`config.mk`:
```
export PLATFORM = sky130hd
export DESIGN_NAME = br_seq
export DESIGN_NICKNAME = d
export VERILOG_FILES = /design/src/rtl/br_pkg.sv /design/src/rtl/br_seq_skid.sv /design/src/rtl/br_seq.sv
export SDC_FILE = /design/constraint.sdc
export NUM_CORES = 1
export LEC_CHECK = 0
export ABC_AREA = 1
export BUFFER_PORTS_ARGS = -buffer_cell sky130_fd_sc_hd__clkbuf_2
export CAP_MARGIN = 5
export CORE_UTILIZATION = 50
export CTS_BUF_LIST = sky130_fd_sc_hd__clkbuf_4 sky130_fd_sc_hd__clkbuf_8
export CTS_CLUSTER_DIAMETER = 40
export DETAILED_ROUTE_END_ITERATION = 8
export MAX_ROUTING_LAYER = met4
export PLACE_DENSITY = 0.86
export SKIP_LAST_GASP = 1
export SLEW_MARGIN = 10
export SYNTH_ARGS = -nofsm -noshare
export SYNTH_HDL_FRONTEND = slang
export SYNTH_HIERARCHICAL = 1
export SYNTH_SLANG_ARGS = --single-unit
export TNS_END_PERCENT = 50
```
`constraint.sdc`:
```
create_clock -name clk -period 1.9 [get_ports clk]
set_input_delay 0.38 -clock clk [delete_from_list [all_inputs] [get_ports clk]]
set_output_delay 0.38 -clock clk [all_outputs]
set_load 0.02 [all_outputs]
```
`src/rtl/br_pkg.sv`:
```
// Shared types and defaults for the register-bank bulk sequencer.
// Latency: n/a (types and constants only).
// Backpressure: n/a.
package br_pkg;

    localparam int DW_DEF        = 32;
    localparam int AW_DEF        = 5;
    localparam int N_REGS_DEF    = 32;
    localparam int FIRST_REG_DEF = 0;

    // Encoded sequencer states; IDLE is the all-zero reset encoding.
    typedef enum logic [2:0] {
        S_IDLE     = 3'd0,
        S_LOAD     = 3'd1,
        S_DUMP_RD  = 3'd2,
        S_DUMP_TX0 = 3'd3,
        S_DUMP_TX1 = 3'd4,
        S_DONE     = 3'd5
    } state_t;

    localparam int N_STATES = 6;

endpackage

```
`src/rtl/br_seq_skid.sv`:
```
// Two-entry holding buffer for one register pair read from the bank, streamed out as two beats.
// Latency: a capture is presented on valid/data/addr the cycle after load; second beat follows its handshake.
// Backpressure: valid/data/addr are held stable while ready is low; the buffer empties after the second handshake.
//
// Ports: load captures d0/d1 with beat address base; valid/data/addr/ready form the output stream.
module br_seq_skid
    import br_pkg::*;
#(
    parameter int DW = DW_DEF,
    parameter int AW = AW_DEF
) (
    input  logic          clk,
    input  logic          rst_n,
    input  logic          load,
    input  logic [DW-1:0] d0,
    input  logic [DW-1:0] d1,
    input  logic [AW-1:0] base,
    input  logic          ready,
    output logic          valid,
    output logic [DW-1:0] data,
    output logic [AW-1:0] addr
);

    // The output data register doubles as slot 0; only slot 1 needs its own storage.
    logic [DW-1:0] buf1;
    logic          ptr;

    always_ff @(posedge clk or negedge rst_n) begin
        if (!rst_n) begin
            valid <= 1'b0;
            data  <= '0;
            addr  <= '0;
            buf1  <= '0;
            ptr   <= 1'b0;
        end else if (load) begin
            valid <= 1'b1;
            data  <= d0;
            addr  <= base;
            buf1  <= d1;
            ptr   <= 1'b0;
        end else if (valid && ready) begin
            if (!ptr) begin
                data <= buf1;
                addr <= addr + AW'(1);
                ptr  <= 1'b1;
            end else begin
                // Data/addr keep their last value; only valid drops.
                valid <= 1'b0;
                ptr   <= 1'b0;
            end
        end
    end

endmodule

```
`src/rtl/br_seq.sv`:
```
// Bulk load/dump sequencer driving the read/write port of a register bank.
// Latency: load word written the cycle after its accept; dump beat pair 2 cycles after addresses are set.
// Backpressure: ld_ready is high throughout LOAD; dump beats hold until dp_ready.
//
// Ports: start_load/start_dump (IDLE only), ld_* load stream in, dp_* dump stream out,
// busy/done status, br_* drive the bank (Din, WA, RegWrite, RA1, RA2) and receive DR1/DR2.
module br_seq
    import br_pkg::*;
#(
    parameter int N_REGS    = N_REGS_DEF,
    parameter int AW        = AW_DEF,
    parameter int DW        = DW_DEF,
    parameter int FIRST_REG = FIRST_REG_DEF
) (
    input  logic          clk,
    input  logic          rst_n,
    input  logic          start_load,
    input  logic          start_dump,
    input  logic          ld_valid,
    input  logic [DW-1:0] ld_data,
    output logic          ld_ready,
    output logic          dp_valid,
    output logic [DW-1:0] dp_data,
    output logic [AW-1:0] dp_addr,
    input  logic          dp_ready,
    output logic          busy,
    output logic          done,
    output logic [DW-1:0] br_din,
    output logic [AW-1:0] br_wa,
    output logic          br_regwrite,
    output logic [AW-1:0] br_ra1,
    output logic [AW-1:0] br_ra2,
    input  logic [DW-1:0] br_dr1,
    input  logic [DW-1:0] br_dr2
);

    // One extra index bit so FIRST_REG+N_REGS (e.g. 32) is representable.
    localparam int            IW        = AW + 1;
    localparam logic [IW-1:0] IDX_FIRST = IW'(FIRST_REG);
    localparam logic [IW-1:0] IDX_LAST  = IW'(FIRST_REG + N_REGS - 1);
    localparam logic [IW-1:0] IDX_END   = IW'(FIRST_REG + N_REGS);

    state_t        state;
    state_t        state_nxt;
    logic [IW-1:0] idx;
    logic          accept;
    logic          dp_hs;
    logic          pair_last;
    logic          cap;

    assign accept    = (state == S_LOAD) && ld_valid;
    assign dp_hs     = dp_valid && dp_ready;
    assign pair_last = (idx + IW'(2)) == IDX_END;
    assign cap       = (state == S_DUMP_RD);

    assign ld_ready  = (state == S_LOAD);
    assign busy      = (state != S_IDLE);

    always_ff @(posedge clk or negedge rst_n) begin
        if (!rst_n) begin
            state <= S_IDLE;
        end else begin
            state <= state_nxt;
        end
    end

    always_comb begin
        state_nxt = state;
        case (state)
            S_IDLE: begin
                // Load has priority; a simultaneous dump request is dropped.
                if (start_load) begin
                    state_nxt = S_LOAD;
                end else if (start_dump) begin
                    state_nxt = S_DUMP_RD;
                end
            end
            S_LOAD: begin
                if (accept && (idx == IDX_LAST)) begin
                    state_nxt = S_DONE;
                end
            end
            S_DUMP_RD: begin
                state_nxt = S_DUMP_TX0;
            end
            S_DUMP_TX0: begin
                if (dp_hs) begin
                    state_nxt = S_DUMP_TX1;
                end
            end
            S_DUMP_TX1: begin
                if (dp_hs) begin
                    state_nxt = pair_last ? S_DONE : S_DUMP_RD;
                end
            end
            S_DONE: begin
                state_nxt = S_IDLE;
            end
            default: begin
                state_nxt = S_IDLE;
            end
        endcase
    end

    always_ff @(posedge clk or negedge rst_n) begin
        if (!rst_n) begin
            idx         <= IDX_FIRST;
            br_regwrite <= 1'b0;
            br_wa       <= '0;
            br_din      <= '0;
            br_ra1      <= '0;
            br_ra2      <= '0;
            done        <= 1'b0;
        end else begin
            // Write enable is a single-cycle pulse per accepted word; WA/Din are
            // loaded on the same edge so they are stable for the whole pulse.
            br_regwrite <= accept;
            done        <= (state_nxt == S_DONE);

            if (accept) begin
                br_wa  <= idx[AW-1:0];
                br_din <= ld_data;
                idx    <= idx + IW'(1);
            end

            if (state == S_IDLE) begin
                if (start_load) begin
                    idx <= IDX_FIRST;
                end else if (start_dump) begin
                    idx    <= IDX_FIRST;
                    br_ra1 <= AW'(FIRST_REG);
                    br_ra2 <= AW'(FIRST_REG + 1);
                end
            end

            if ((state == S_DUMP_TX1) && dp_hs && !pair_last) begin
                idx    <= idx + IW'(2);
                br_ra1 <= br_ra1 + AW'(2);
                br_ra2 <= br_ra2 + AW'(2);
            end
        end
    end

    // Bank read data is combinational, so the pair is captured the cycle
    // after the read addresses were registered.
    br_seq_skid #(
        .DW(DW),
        .AW(AW)
    ) u_skid (
        .clk  (clk),
        .rst_n(rst_n),
        .load (cap),
        .d0   (br_dr1),
        .d1   (br_dr2),
        .base (idx[AW-1:0]),
        .ready(dp_ready),
        .valid(dp_valid),
        .data (dp_data),
        .addr (dp_addr)
    );

endmodule
```
==> impl_metrics.ini <==
[setup_path]
path_class = register to register
arrival_ns = 2.07
critPathBufInv = 2
crit_required_ns = 2.24
worstSetupEndpointType = register
cpMaxStageDelayCell = nor2_1
max_stage_delay_ns = 0.68
crit_fanout = 12
cp_cell_sequence = inv_2, nor3_2, buf_4, nor2_1, nand3_1, nand2_1
critPathTopFamily = simple AND/OR/NAND/NOR gates
reg2regPathDepth = 6
regToRegSetupSlack_ns = 0.17
cp.depth = 6
crit_path_start_kind = register

[layout]
area_delta_synth_final_pct = 27.2
layout_common_cells = nand2_1 (236), clkbuf_2 (188), dfrtp_1 (128), nand3_1 (56), inv_1 (40)
final_common_cell = nand2_1
drive_gt1_share_pct = 32.7
antenna_cells = 0
nets = 943
fillCellCount = 892
stdcell_count = 987

[synth]
synth_mux_area_share_pct = 2.38
synth_cell_types = 34
netlist_instances = 641
syn-num-nets = 749
synth_simple_gate_area_share_pct = 25.7
yosys.area_share.adder_pct = 1.32
synth_compound_area_share_pct = 6.00
synth_seq_cells = 128
synth.avg_cell_area_sq_um = 8.84
synthXorXnorAreaFrac_pct = 0.927
yosysSeqAreaShare_pct = 56.5
ys_warn_count = 6
syn-cell-area_sq_um = 5670
synth_top_family_by_area = simple AND/OR/NAND/NOR gates

[die]
die-area_sq_um = 11800
ios = 191
rows = 38
die_w_um = 108
fp.coreArea_sq_um = 10900
fp.dieH_um = 108
start_util_pct = 51.8

[outcome]
run_status = finished clean

[global_route]
grt_pass1_vias = 4617
grt.overflow.total = 0
grt_max_degree = 89
grt_pass1_wl_um = 21300
grt_antenna_before_repair = 0
grt.total_usage_pct = 24.0

[worst_hold_path]
worstHoldPathType = input port to register
whs_path_depth = 3

[power]
powerDensity_nw_per_um2 = 1700
ir_drop_mv = 1.02
p_leak_uw = 0.00395
total_power_uw = 12300

[placement]
dp.cells = 955
dp_hpwl_um = 9360
dpl_worst_slack_ns = 0.200
port_buffers = 189
gp_congestion = 0.844

[timing]
hold_viol_final = 0
rsz0062_at_grt = no
fmax_ghz = 0.579
fin_ws_ns = 0.173
setup_tns_ns = 0
clock_skew_ns = 0.0110
worst_pin_slew_ns = 0.874
whs_ns = 0.166
drv_slew = 0
slew-limit-headroom_pct = 41.5
timing.final.setup_violations = 0
fin_crit_sh_pct = 90.9
fin_crit_ns = 1.73

[clock_network]
ctsLongestPathBuffers = 2
clkTransAtPathRegs_ns = 0.07
cts_num_sinks = 128
root_buffer = clkbuf_8
clock_latency_ns = 0.41
cts_buffers = 17
cts_tree = yes
h-tree-depth = 4
cts_setup_buffers = 0

[detailed_routing]
drtPass1Iterations = 4
drt_first_iter_violations = 311
vias = 4865
drcViolationCount = 0
avgRoutedWirePerCell_um = 13.2
ant_nets = 0
viasPerCell = 4.93
wl_um = 13100

[job]
cap_viol_max_count = 0
[sequential cells by signal (all words and copies together), names as in the netlist, 3 cells and up]
name         count
u_skid/data     32
state            3
br_ra1           4
u_skid/addr      5
u_skid/buf1     32
br_din          32
br_wa            5
br_ra2           5
idx              6
[final timing paths]
check	endpoint	from
min in group asynchronous	u_skid/data[2]	rst_n
max reg2reg	u_skid/addr[3]	state[1]
min	br_din[8]	ld_data[8]
max	u_skid/addr[3]	state[1]
max in group asynchronous	u_skid/data[0]	rst_n
min reg2reg	br_ra2[0]	br_ra2[0]
[tightest hold or removal path: stages]
cell	delay [ns]
clkbuf_2	0.07
nand2_1	0.04
nand2_1	0.05
[area by class of cell]
class,instances,area (sq um),area share (%)
Timing Repair Buffer,207,1150,15.9
Tap cell,140,175,2.43
Clock inverter,13,188,2.60
Sequential cell,128,3200,44.4
Clock buffer,18,241,3.35
Inverter,49,186,2.59
Multi-Input combinational cell,432,2070,28.7
[cell usage after synthesis]
| cell type | count | area [sq um] |
|---|---|---|
| inv_2 | 8 | 30.0 |
| o21ai_1 | 11 | 55.1 |
| nand2_4 | 2 | 22.5 |
| nor3_2 | 1 | 10.0 |
| or2_2 | 1 | 6.26 |
| nand3_2 | 3 | 30.0 |
| mux2_2 | 12 | 135 |
| nor2_1 | 32 | 120 |
| o211ai_1 | 1 | 7.51 |
| inv_1 | 40 | 150 |
| nand2_2 | 4 | 25.0 |
| o21ai_2 | 2 | 17.5 |
| ha_1 | 6 | 75.1 |
| inv_4 | 1 | 6.26 |
| xnor2_1 | 2 | 17.5 |
| buf_2 | 13 | 65.1 |
| o22ai_2 | 3 | 37.5 |
| buf_4 | 7 | 52.6 |
| o21ai_0 | 26 | 130 |
| nor2_2 | 1 | 6.26 |
| o211a_1 | 1 | 10.0 |
| o21bai_1 | 1 | 7.51 |
| nand4_1 | 7 | 43.8 |
| conb_1 | 1 | 3.75 |
| a21oi_1 | 15 | 75.1 |
| clkbuf_1 | 5 | 18.8 |
| nand3_1 | 56 | 280 |
| nor3_1 | 2 | 10.0 |
| xor2_1 | 4 | 35.0 |
| nor4_1 | 1 | 6.26 |
| nand2_1 | 236 | 886 |
| nor2_4 | 1 | 11.3 |
| dfrtp_1 | 128 | 3200 |
| buf_6 | 7 | 78.8 |
[what timing repair did]
action                                 4_1_cts  5_1_grt
resized for setup                            0        0
endpoints found under the hold margin       26        0
hold buffers                                 1        0
[power breakdown]
| part | switching [uW] | leakage, uW | internal, uW | total (uW) |
|---|---|---|---|---|
| sequential | 768 | 0.00159 | 3960 | 4730 |
| clock | 1060 | 0.000209 | 1440 | 2510 |
| combinational | 3290 | 0.00216 | 1750 | 5040 |
[per-layer routing]
metal | global-route usage [%] | wire length (um)
met5 | - | 0
met1 | 29.9 | 5800
met3 | 5.79 | 826
met2 | 39.3 | 6350
met4 | 5.69 | 73
[per-stage QoR]
stage	utilization, %	area, sq um
4_1_cts	65.9	7210
5_1_grt	65.9	7210
3_5_place_dp	61.9	6770
3_3_place_gp	61.9	6770
6_report	65.9	7210
2_1_floorplan	-	5670
[cell families after synthesis]
family | count (synthesis)
other | 1
DFF | 128
xor gates and xnor gates | 6
muxes | 12
adders and majority gates | 6
buffers and inverters | 81
and+or+nand+nor | 347
AOI/OAI and AO/OA | 60
No activity file was read; power rests on OpenSTA's default activity.
